===== src/rtl/dmac_reg_pkg.sv =====
// dmac_reg_pkg: register map, field positions, FSM states and AHB constants for the DMA register block
package dmac_reg_pkg;
    localparam logic [4:0]  OFF_SRC      = 5'h00;
    localparam logic [4:0]  OFF_DST      = 5'h04;
    localparam logic [4:0]  OFF_CTRL     = 5'h08;
    localparam logic [4:0]  OFF_STAT     = 5'h0C;
    localparam logic [10:0] OFF_INT_STAT = 11'h400;
    localparam logic [10:0] OFF_VERSION  = 11'h404;
    localparam int CTRL_INT_EN = 24;
    localparam int CTRL_START  = 31;
    localparam int STAT_BUSY   = 0;
    localparam int STAT_DONE   = 1;
    typedef enum logic [1:0] {IDLE, DATA, ERR1, ERR2} state_t;
    localparam logic [1:0] HTRANS_IDLE   = 2'b00;
    localparam logic [1:0] HTRANS_NONSEQ = 2'b10;
    localparam logic [1:0] HRESP_OKAY    = 2'b00;
    localparam logic [1:0] HRESP_ERROR   = 2'b01;
    localparam logic [2:0] HSIZE_WORD    = 3'b010;
endpackage


===== src/rtl/dmac_ch_regs.sv =====
// dmac_ch_regs: one channel's SRC/DST/CTRL/done registers with busy gating and start pulse
module dmac_ch_regs #(
    parameter int LEN_W = 16
) (
    input  logic             hclk,
    input  logic             hrst,
    input  logic             wr_src,
    input  logic             wr_dst,
    input  logic             wr_ctrl,
    input  logic             wr_stat,
    input  logic [31:0]      wdata,
    input  logic             busy,
    input  logic             done_in,
    output logic [31:0]      src,
    output logic [31:0]      dst,
    output logic [LEN_W-1:0] len,
    output logic             int_en,
    output logic             start,
    output logic             done
);
    import dmac_reg_pkg::*;

    // config writes are dropped while the engine runs; done is sticky with set priority over W1C
    always_ff @(posedge hclk or posedge hrst) begin
        if (hrst) begin
            src    <= '0;
            dst    <= '0;
            len    <= '0;
            int_en <= 1'b0;
            start  <= 1'b0;
            done   <= 1'b0;
        end else begin
            if (wr_src && !busy) src <= wdata;
            if (wr_dst && !busy) dst <= wdata;
            if (wr_ctrl && !busy) begin
                len    <= wdata[LEN_W-1:0];
                int_en <= wdata[CTRL_INT_EN];
            end
            start <= wr_ctrl && !busy && wdata[CTRL_START];
            done  <= done_in || (done && !(wr_stat && wdata[STAT_DONE]));
        end
    end
endmodule


===== src/rtl/dmac_ahb_regs.sv =====
// dmac_ahb_regs: AHB-Lite register slave for NUM_CH DMA channels; DMAC_REGS_ERR_RESP_EN enables ERROR responses
module dmac_ahb_regs #(
    parameter int          NUM_CH  = 4,
    parameter int          LEN_W   = 16,
    parameter logic [31:0] VERSION = 32'h0002_0000
) (
    input  logic                    hclk,
    input  logic                    hrst,
    input  logic                    s_hsel,
    input  logic [1:0]              s_htrans,
    input  logic                    s_hwrite,
    input  logic [31:0]             s_haddr,
    input  logic [2:0]              s_hsize,
    input  logic [3:0]              s_hprot,
    input  logic [31:0]             s_hwdata,
    output logic [31:0]             s_hrdata,
    output logic                    s_hready,
    output logic [1:0]              s_hresp,
    output logic [NUM_CH*32-1:0]    ch_src,
    output logic [NUM_CH*32-1:0]    ch_dst,
    output logic [NUM_CH*LEN_W-1:0] ch_len,
    output logic [NUM_CH-1:0]       ch_start,
    input  logic [NUM_CH-1:0]       ch_busy,
    input  logic [NUM_CH-1:0]       ch_done,
    output logic                    irq
);
    import dmac_reg_pkg::*;

    state_t            state, state_nx;
    logic [10:0]       d_addr;
    logic              d_write, d_legal;
    logic              accept, legal_a, wr_en;
    logic [31:0]       rdata;
    logic [31:0]       src_a [NUM_CH];
    logic [31:0]       dst_a [NUM_CH];
    logic [LEN_W-1:0]  len_a [NUM_CH];
    logic [NUM_CH-1:0] int_en, done, int_stat;
    logic              unused;

    assign unused  = ^{s_hprot, s_haddr[31:11], s_htrans[0]};
    assign accept  = s_hsel && s_htrans[1] && s_hready;
    assign legal_a = s_hsize == HSIZE_WORD && s_haddr[1:0] == 2'b00 &&
                     (s_haddr[10] ? s_haddr[9:3] == 7'd0
                                  : !s_haddr[4] && int'(s_haddr[9:5]) < NUM_CH);

    // state register and address-phase capture for the following data phase
    always_ff @(posedge hclk or posedge hrst) begin
        if (hrst) begin
            state   <= IDLE;
            d_addr  <= '0;
            d_write <= 1'b0;
            d_legal <= 1'b0;
        end else begin
            state <= state_nx;
            if (accept) begin
                d_addr  <= s_haddr[10:0];
                d_write <= s_hwrite;
                d_legal <= legal_a;
            end
        end
    end

    // next state: illegal accesses either take the two-cycle ERROR path or complete silently in DATA
    always_comb begin
`ifdef DMAC_REGS_ERR_RESP_EN
        state_nx = state == ERR1 ? ERR2 : !accept ? IDLE : legal_a ? DATA : ERR1;
`else
        state_nx = accept ? DATA : IDLE;
`endif
    end

    assign s_hready = state != ERR1;
    assign s_hresp  = (state == ERR1 || state == ERR2) ? HRESP_ERROR : HRESP_OKAY;
    assign wr_en    = state == DATA && d_write && d_legal && !d_addr[10];
    assign int_stat = done & int_en;
    assign irq      = |int_stat;

    for (genvar i = 0; i < NUM_CH; i++) begin : g_ch
        logic sel;
        assign sel = wr_en && d_addr[9:5] == 5'(i);
        dmac_ch_regs #(.LEN_W(LEN_W)) u_ch (
            .hclk    (hclk),
            .hrst    (hrst),
            .wr_src  (sel && d_addr[4:0] == OFF_SRC),
            .wr_dst  (sel && d_addr[4:0] == OFF_DST),
            .wr_ctrl (sel && d_addr[4:0] == OFF_CTRL),
            .wr_stat (sel && d_addr[4:0] == OFF_STAT),
            .wdata   (s_hwdata),
            .busy    (ch_busy[i]),
            .done_in (ch_done[i]),
            .src     (src_a[i]),
            .dst     (dst_a[i]),
            .len     (len_a[i]),
            .int_en  (int_en[i]),
            .start   (ch_start[i]),
            .done    (done[i])
        );
        assign ch_src[i*32 +: 32]       = src_a[i];
        assign ch_dst[i*32 +: 32]       = dst_a[i];
        assign ch_len[i*LEN_W +: LEN_W] = len_a[i];
    end

    // read mux from the registered address; start bit and unused CTRL bits read 0
    always_comb begin
        rdata = '0;
        if (d_addr[10]) begin
            rdata = d_addr[10:0] == OFF_VERSION ? VERSION : 32'(int_stat);
        end else begin
            for (int i = 0; i < NUM_CH; i++) begin
                if (d_addr[9:5] == 5'(i)) begin
                    rdata = d_addr[4:0] == OFF_SRC  ? src_a[i] :
                            d_addr[4:0] == OFF_DST  ? dst_a[i] :
                            d_addr[4:0] == OFF_CTRL ? {7'd0, int_en[i], 24'(len_a[i])} :
                                                      {30'd0, done[i], ch_busy[i]};
                end
            end
        end
    end

    assign s_hrdata = (state == DATA && !d_write && d_legal) ? rdata : '0;
endmodule


===== config.mk =====
export PLATFORM = sky130hd
export DESIGN_NAME = dmac_ahb_regs
export DESIGN_NICKNAME = d
export VERILOG_FILES = /design/src/rtl/dmac_reg_pkg.sv /design/src/rtl/dmac_ch_regs.sv /design/src/rtl/dmac_ahb_regs.sv
export SDC_FILE = /design/constraint.sdc
export NUM_CORES = 1
export LEC_CHECK = 0
export BUFFER_PORTS_ARGS = -buffer_cell sky130_fd_sc_hd__buf_2
export CAP_MARGIN = 30
export CORE_AREA = 2 2 160 224
export DETAILED_ROUTE_END_ITERATION = 6
export DIE_AREA = 0 0 162 226
export GPL_TIMING_DRIVEN = 0
export HOLD_SLACK_MARGIN = 0.12
export PLACE_DENSITY = 0.76
export SLEW_MARGIN = 20
export SYNTH_ARGS = -nofsm -noshare
export SYNTH_HDL_FRONTEND = slang
export SYNTH_SLANG_ARGS = --single-unit

===== constraint.sdc =====
create_clock -name hclk -period 10.47 [get_ports hclk]
set_input_delay 0.5235 -clock hclk [delete_from_list [all_inputs] [get_ports hclk]]
set_output_delay 0.5235 -clock hclk [all_outputs]
set_load 0.01 [all_outputs]

## Yosys cells after proc, flatten, opt, wreduce, memory -nomap -nowiden

Index checks and enable logic that the tools add are counted.

- Register bits: 347
- Latch bits: 0
- RAM bits: 0
- Bits in read-only memories: 0
- Input bits: 85
- Output and inout bits: 360
- Logic and storage cells: 139
- Memories: 0

- Add/subtract/negate cells: 0
- Multipliers: 0
- Div/mod/pow operators: 0
- Magnitude comparators: 1
- Equality and inequality tests: 12
- Shift-type cells: 0
- Mux-type cells: 22
- Bitwise operators: 1
- Reduce and logical (&&, ||, !) cells: 75

Operators by type and width:

| cell | count |
|---|---|
| 2-to-1 mux 32 bit | 14 |
| 2-to-1 mux 25 bit | 4 |
| logical AND 1 bit | 54 |
| 2-to-1 mux 18 bit | 1 |
| == test 11 bit (second input constant) | 1 |
| zero test 1 bit | 11 |
| == test 5 x 2 -> 1 bit (second input constant) | 2 |
| == test 5 x 4 -> 1 bit (second input constant) | 2 |
| zero test 5 bit | 2 |
| zero test 7 bit | 1 |
| == test 5 x 1 -> 1 bit (second input constant) | 1 |
| == test 5 x 3 -> 1 bit (second input constant) | 1 |
| logical OR 1 bit | 5 |
| < comparator 5 x 3 -> 1 bit (second input constant) | 1 |
| bitwise AND 4 bit | 1 |
| == test 2 bit (second input constant) | 2 |
| OR reduction 4 bit | 1 |
| == test 3 x 2 -> 1 bit (second input constant) | 1 |
| 2-to-1 mux 1 bit | 3 |
| == test 2 x 1 -> 1 bit (second input constant) | 1 |
| zero test 2 bit | 1 |
| inequality test 2 bit (second input constant) | 1 |

## Longest topological paths before layout

- Depth in word-level cells: 10
- Gate-level depth with buffers: 8

## Hierarchy

From an unflattened synthesis, not the netlist that was laid out.

- Cell total of the unflattened synthesis: 1260
- Area total of the unflattened synthesis: 17266.6 sq um

By module, submodules not included:

| module | times used | cells each | area each (sq um) |
|---|---|---|---|
| dmac_ch_regs | 4 | 182 | 3349.5 |
| dmac_ahb_regs | 1 | 532 | 3868.7 |

## Worst setup path after synthesis

No wires, ideal clock.

- Kind: register to output
- Start: register d_addr[4]
- End: output s_hrdata[7]
- Arrival time: 2.165 ns
- Data required time: 9.946 ns
- Setup slack: 7.781 ns
- Cell stages (with the launch flop): 7
- Path through: dfrtp_1 -> or4_1 -> buf_2 -> nor2_8 -> buf_2 -> nand2_1 -> a2111oi_0

- Longest elaborated chain between the ends: 10
- Elaborated cells between the ends (all ways): 21
- Classes of those cells: 2 x eq/ne; 18 x mux; 1 x reduce/logical

Ends and longest elaborated chain:

| element | RTL line | text |
|---|---|---|
| start, declared | dmac_ahb_regs.sv:30 | `logic [10:0] d_addr;` |
| start signal, assigned | dmac_ahb_regs.sv:56 | `d_addr <= s_haddr[10:0];` |
| == test 5 x 4 -> 1 bit | dmac_ahb_regs.sv:113 | `d_addr[4:0] == OFF_CTRL ? {7'd0, int_en[i], 24'(len_a[i])} :` |
| 2-to-1 mux 25 bit | dmac_ahb_regs.sv:113 |  |
| 2-to-1 mux 32 bit | dmac_ahb_regs.sv:112 | `d_addr[4:0] == OFF_DST ? dst_a[i] :` |
| 2-to-1 mux 32 bit | dmac_ahb_regs.sv:111 | `rdata = d_addr[4:0] == OFF_SRC ? src_a[i] :` |
| 2-to-1 mux 32 bit (3 in a row) | dmac_ahb_regs.sv:110 | `if (d_addr[9:5] == 5'(i)) begin` |
| 2-to-1 mux 32 bit * | dmac_ahb_regs.sv:110 |  |
| 2-to-1 mux 32 bit * | dmac_ahb_regs.sv:106 | `if (d_addr[10]) begin` |
| 2-to-1 mux 32 bit * | dmac_ahb_regs.sv:120 | `assign s_hrdata = (state == DATA && !d_write && d_legal) ? rdata : '0;` |
| end, declared | dmac_ahb_regs.sv:16 | `output logic [31:0] s_hrdata,` |

Every way passes the cells marked *; elsewhere a longest branch is shown, timed or not.

## Worst setup path in the final report

- Start: register d_addr[3]
- End: output s_hrdata[7]

The elaborated chain is that of the path after synthesis.

==> flow_summary.yaml <==
run_status:
  status: "complete, no violations"
sta:
  setup_tns_ns: 0
  setup_violations: 0
  grt_setup_unrepaired: "false"
  relSlewSlack_pct: 34.1
  worst_clock_skew_ns: 0.0227
  clock.fmax_ghz: 0.221
  hold_violations: 0
  hold_slack_ns: 0.192
  fin_crit_sh_pct: 43.3
  slew_viol_final: 0
  worst_pin_slew_ns: 0.989
  fin_crit_ns: 4.53
floorplan:
  die-area_sq_mm: 0.0366
  io_pins: 445
  start_util_pct: 47.2
  core-area_sq_mm: 0.0347
  rows: 81
  die_x_um: 162
  chipHeight_um: 226
finish:
  layout-drive-gt1-share_pct: 51.1
  design_area_sq_mm: 0.0204
  area_delta_synth_final_pct: 24.6
  final_cell_mix: "464 x buf_2, 346 x dfrtp_1, 325 x mux2_2, 74 x nand2_1, 54 x mux2i_1"
  nFillCells: 2944
  final_common_cell: "buf_2"
  layout.nets: 1812
synthesis:
  ys_async_sr_fraction_pct: 100
  ys.warnings.count: 0
  avgSynthCellArea_sq_um: 12.9
  synthCells: 1267
  synthFlopType: "dfrtp_1"
  synth_top_cell_by_area: "dfrtp_1"
  synthTopCellsByArea: "dfrtp_1 53%, mux2_2 22%, mux2i_1 3.3%, nand2_1 1.7%, buf_2 1.5%"
  synth.top_cell.area_share_pct: 52.9
  synth_xor_area_share_pct: 0
  netlist_area_sq_mm: 0.0164
  synth_compound_gate_area_share_pct: 10.3
  synth-simple-area-share_pct: 6.27
  synthMuxAreaShare_pct: 27.0
  ys_ff_latch: 346
  yosysSeqAreaShare_pct: 52.9
  synth_fa_ha_area_share_pct: 0
  synth_edf_count: 0
  synth_cell_types: 68
  synth_top_family_by_area: "multiplexers"
clocking:
  cts_inserted_buffers: 36
  cts.sinks: 346
  htreeDepth: 2
  cts_tree: "done"
  insertion_delay_ns: 0.55
  clkTransAtPathRegs_ns: 0.07
  postCtsSetupRepairBufs: 0
  root_buffer: "clkbuf_16"
  clk_path_buf_depth: 3
critical_path:
  path_max_fanout: 10
  crit_chain: "clkbuf_1, nand2b_1, nor2_1, buf_2, a221oi_1, a2111oi_0, buf_2"
  slowest_delay_ns: 0.76
  cp_slowest_cell: "nor2_1"
  cp_common_cell: "buf_2"
  crit_path_end_kind: "output pin"
  r2r.worst_path.cells: 6
  arrival_ns: 4.01
  start_kind: "register"
  critical_path_class: "reg2out"
  crit_required_ns: 9.95
routing:
  routed_wl_um: 65400
  dr.pass1.iters: 6
  vias_per_cell: 6.22
  ant_nets: 0
  routedWlPerCell_um: 29.6
  vias: 13800
  drc: 0
  drt_iter0_drc: 1265
global_routing:
  grt_pass1_wl_um: 93600
  grt_pass1_vias: 14000
  grt_max_degree: 105
  antenna_found_initial: 3
  track_usage_pct: 35.2
  grt_overflow: 0
pwr:
  comb_power_share_pct: 10.7
  peakVddDrop_uv: 123
  power_frac_seq_pct: 45.0
  p_leak_nw: 10.6
  p_clk_share_pct: 44.2
  intPower_mw: 2.28
  power_density_mw_per_mm2: 152
  switching_share_pct: 26.5
  p_switching_mw: 0.822
place:
  place_area_sq_mm: 0.0191
  finalWeightedCongestion: 0.939
  io_buffers: 415
  hpwlAfterDp_um: 47000
run:
  cap_violations: 0
min_path:
  hold_path_class: "in2reg"
  holdPathStages: 2
layout make-up:
type / instances / area [sq um] / area share, %
inverters: 11 / 48.8 / 0.239
diodes: 3 / 7.51 / 0.0368
repair buffers: 421 / 2190 / 10.8
multi-input cells: 802 / 7140 / 35.0
plain buffers: 109 / 531 / 2.60
well taps: 456 / 571 / 2.80
flip-flops and latches: 346 / 8660 / 42.5
clock buffers: 49 / 1020 / 5.01
clock inverters: 13 / 210 / 1.03
registers in the layout, indices dropped and copies added (netlist names):
name and cells:
d_legal 1, g_ch.u_ch.dst 128, state 1, d_write 1
g_ch.u_ch.start 4, d_addr 11, g_ch.u_ch.len 64, g_ch.u_ch.done 4
g_ch.u_ch.int_en 4, g_ch.u_ch.src 128
through the flow:
stage                     power [mW]  worst slack, ns  std cells  util [%]
final                           3.10             5.94       2210      58.8
after global routing            3.17             5.93       2210      58.8
after detailed placement        1.74             6.76       2143      55.2
after floorplan                 1.59            0.353       1268         -
after global placement          1.73            -3.20       2139      54.8
after CTS                       3.09             6.10       2206      58.7
metal layers:
| layer | vias to the layer above | global-route usage (%) | routed length [um] |
|---|---|---|---|
| li1 | 5650 | - | - |
| met1 | 6967 | 40.5 | 23100 |
| met2 | 895 | 59.4 | 32200 |
| met3 | 243 | 8.19 | 5750 |
| met4 | 0 | 21.8 | 4360 |
| met5 | - | 0 | 0 |
cell families after synthesis:
logic type	count (synthesis)
other	2
AOI/OAI and AO/OA	217
muxes	395
DFF	346
buffers and inverters	120
and+or+nand+nor	187
power groups by stage:
stage               Combinational, mW  Sequential, mW  Clock (mW)
floorplan                       0.171            1.42           0
global placement                0.315            1.42           0
detailed placement              0.324            1.42           0
CTS                             0.326            1.40        1.37
global route                    0.350            1.40        1.42
finish                          0.333            1.40        1.37
critical path: cells and delay by family, from the launching register on:
| family | cells | cell delay [ns] |
|---|---|---|
| buffers and inverters | 3 | 1.28 |
| AND/OR/NAND/NOR | 2 | 0.97 |
| AO/OA/AOI/OAI | 2 | 0.82 |
| flip-flops | 1 | 0.40 |
synth_stat cells (5+ instances only):
cell and n:
a221oi_1 25, nor2_1 26, a21o_1 5, o21a_1 9
o221ai_1 20, a211oi_1 7, o2bb2ai_1 23, inv_1 9
a31oi_1 5, nor2b_1 9, nand3_1 28, nand2_1 74
mux2_4 9, mux2_1 7, a22oi_1 11, buf_4 12
a21oi_1 23, mux2_2 325, o22ai_1 8, clkbuf_1 44
a22o_1 18, o21ai_0 21, mux2i_1 54, buf_2 49
dfrtp_1 346, a32o_1 13, or3_1 5
worst paths after layout:
check / from / endpoint / slack [ns]
worst max-delay path: d_addr[3]$_DFFE_PP0P_ / s_hrdata[7] / 5.94
worst min-delay path: ch_done[3] / g_ch[3].u_ch.done$_DFF_PP0_ / 0.19
worst max register to register: d_addr[3]$_DFFE_PP0P_ / g_ch[1].u_ch.len[0]$_DFFE_PP0P_ / 7.18
worst min register to register: g_ch[2].u_ch.dst[1]$_DFFE_PP0P_ / g_ch[2].u_ch.dst[1]$_DFFE_PP0P_ / 0.52
max in group asynchronous: hrst / g_ch[2].u_ch.len[14]$_DFFE_PP0P_ / 8.45
min in group asynchronous: hrst / g_ch[0].u_ch.dst[27]$_DFFE_PP0P_ / 0.61
timing repair:
item,CTS,global route
hold buffers,1,0
gates resized for setup,0,0
hold endpoints to repair,33,0
Note: power is estimated with default switching activity, not from simulation.
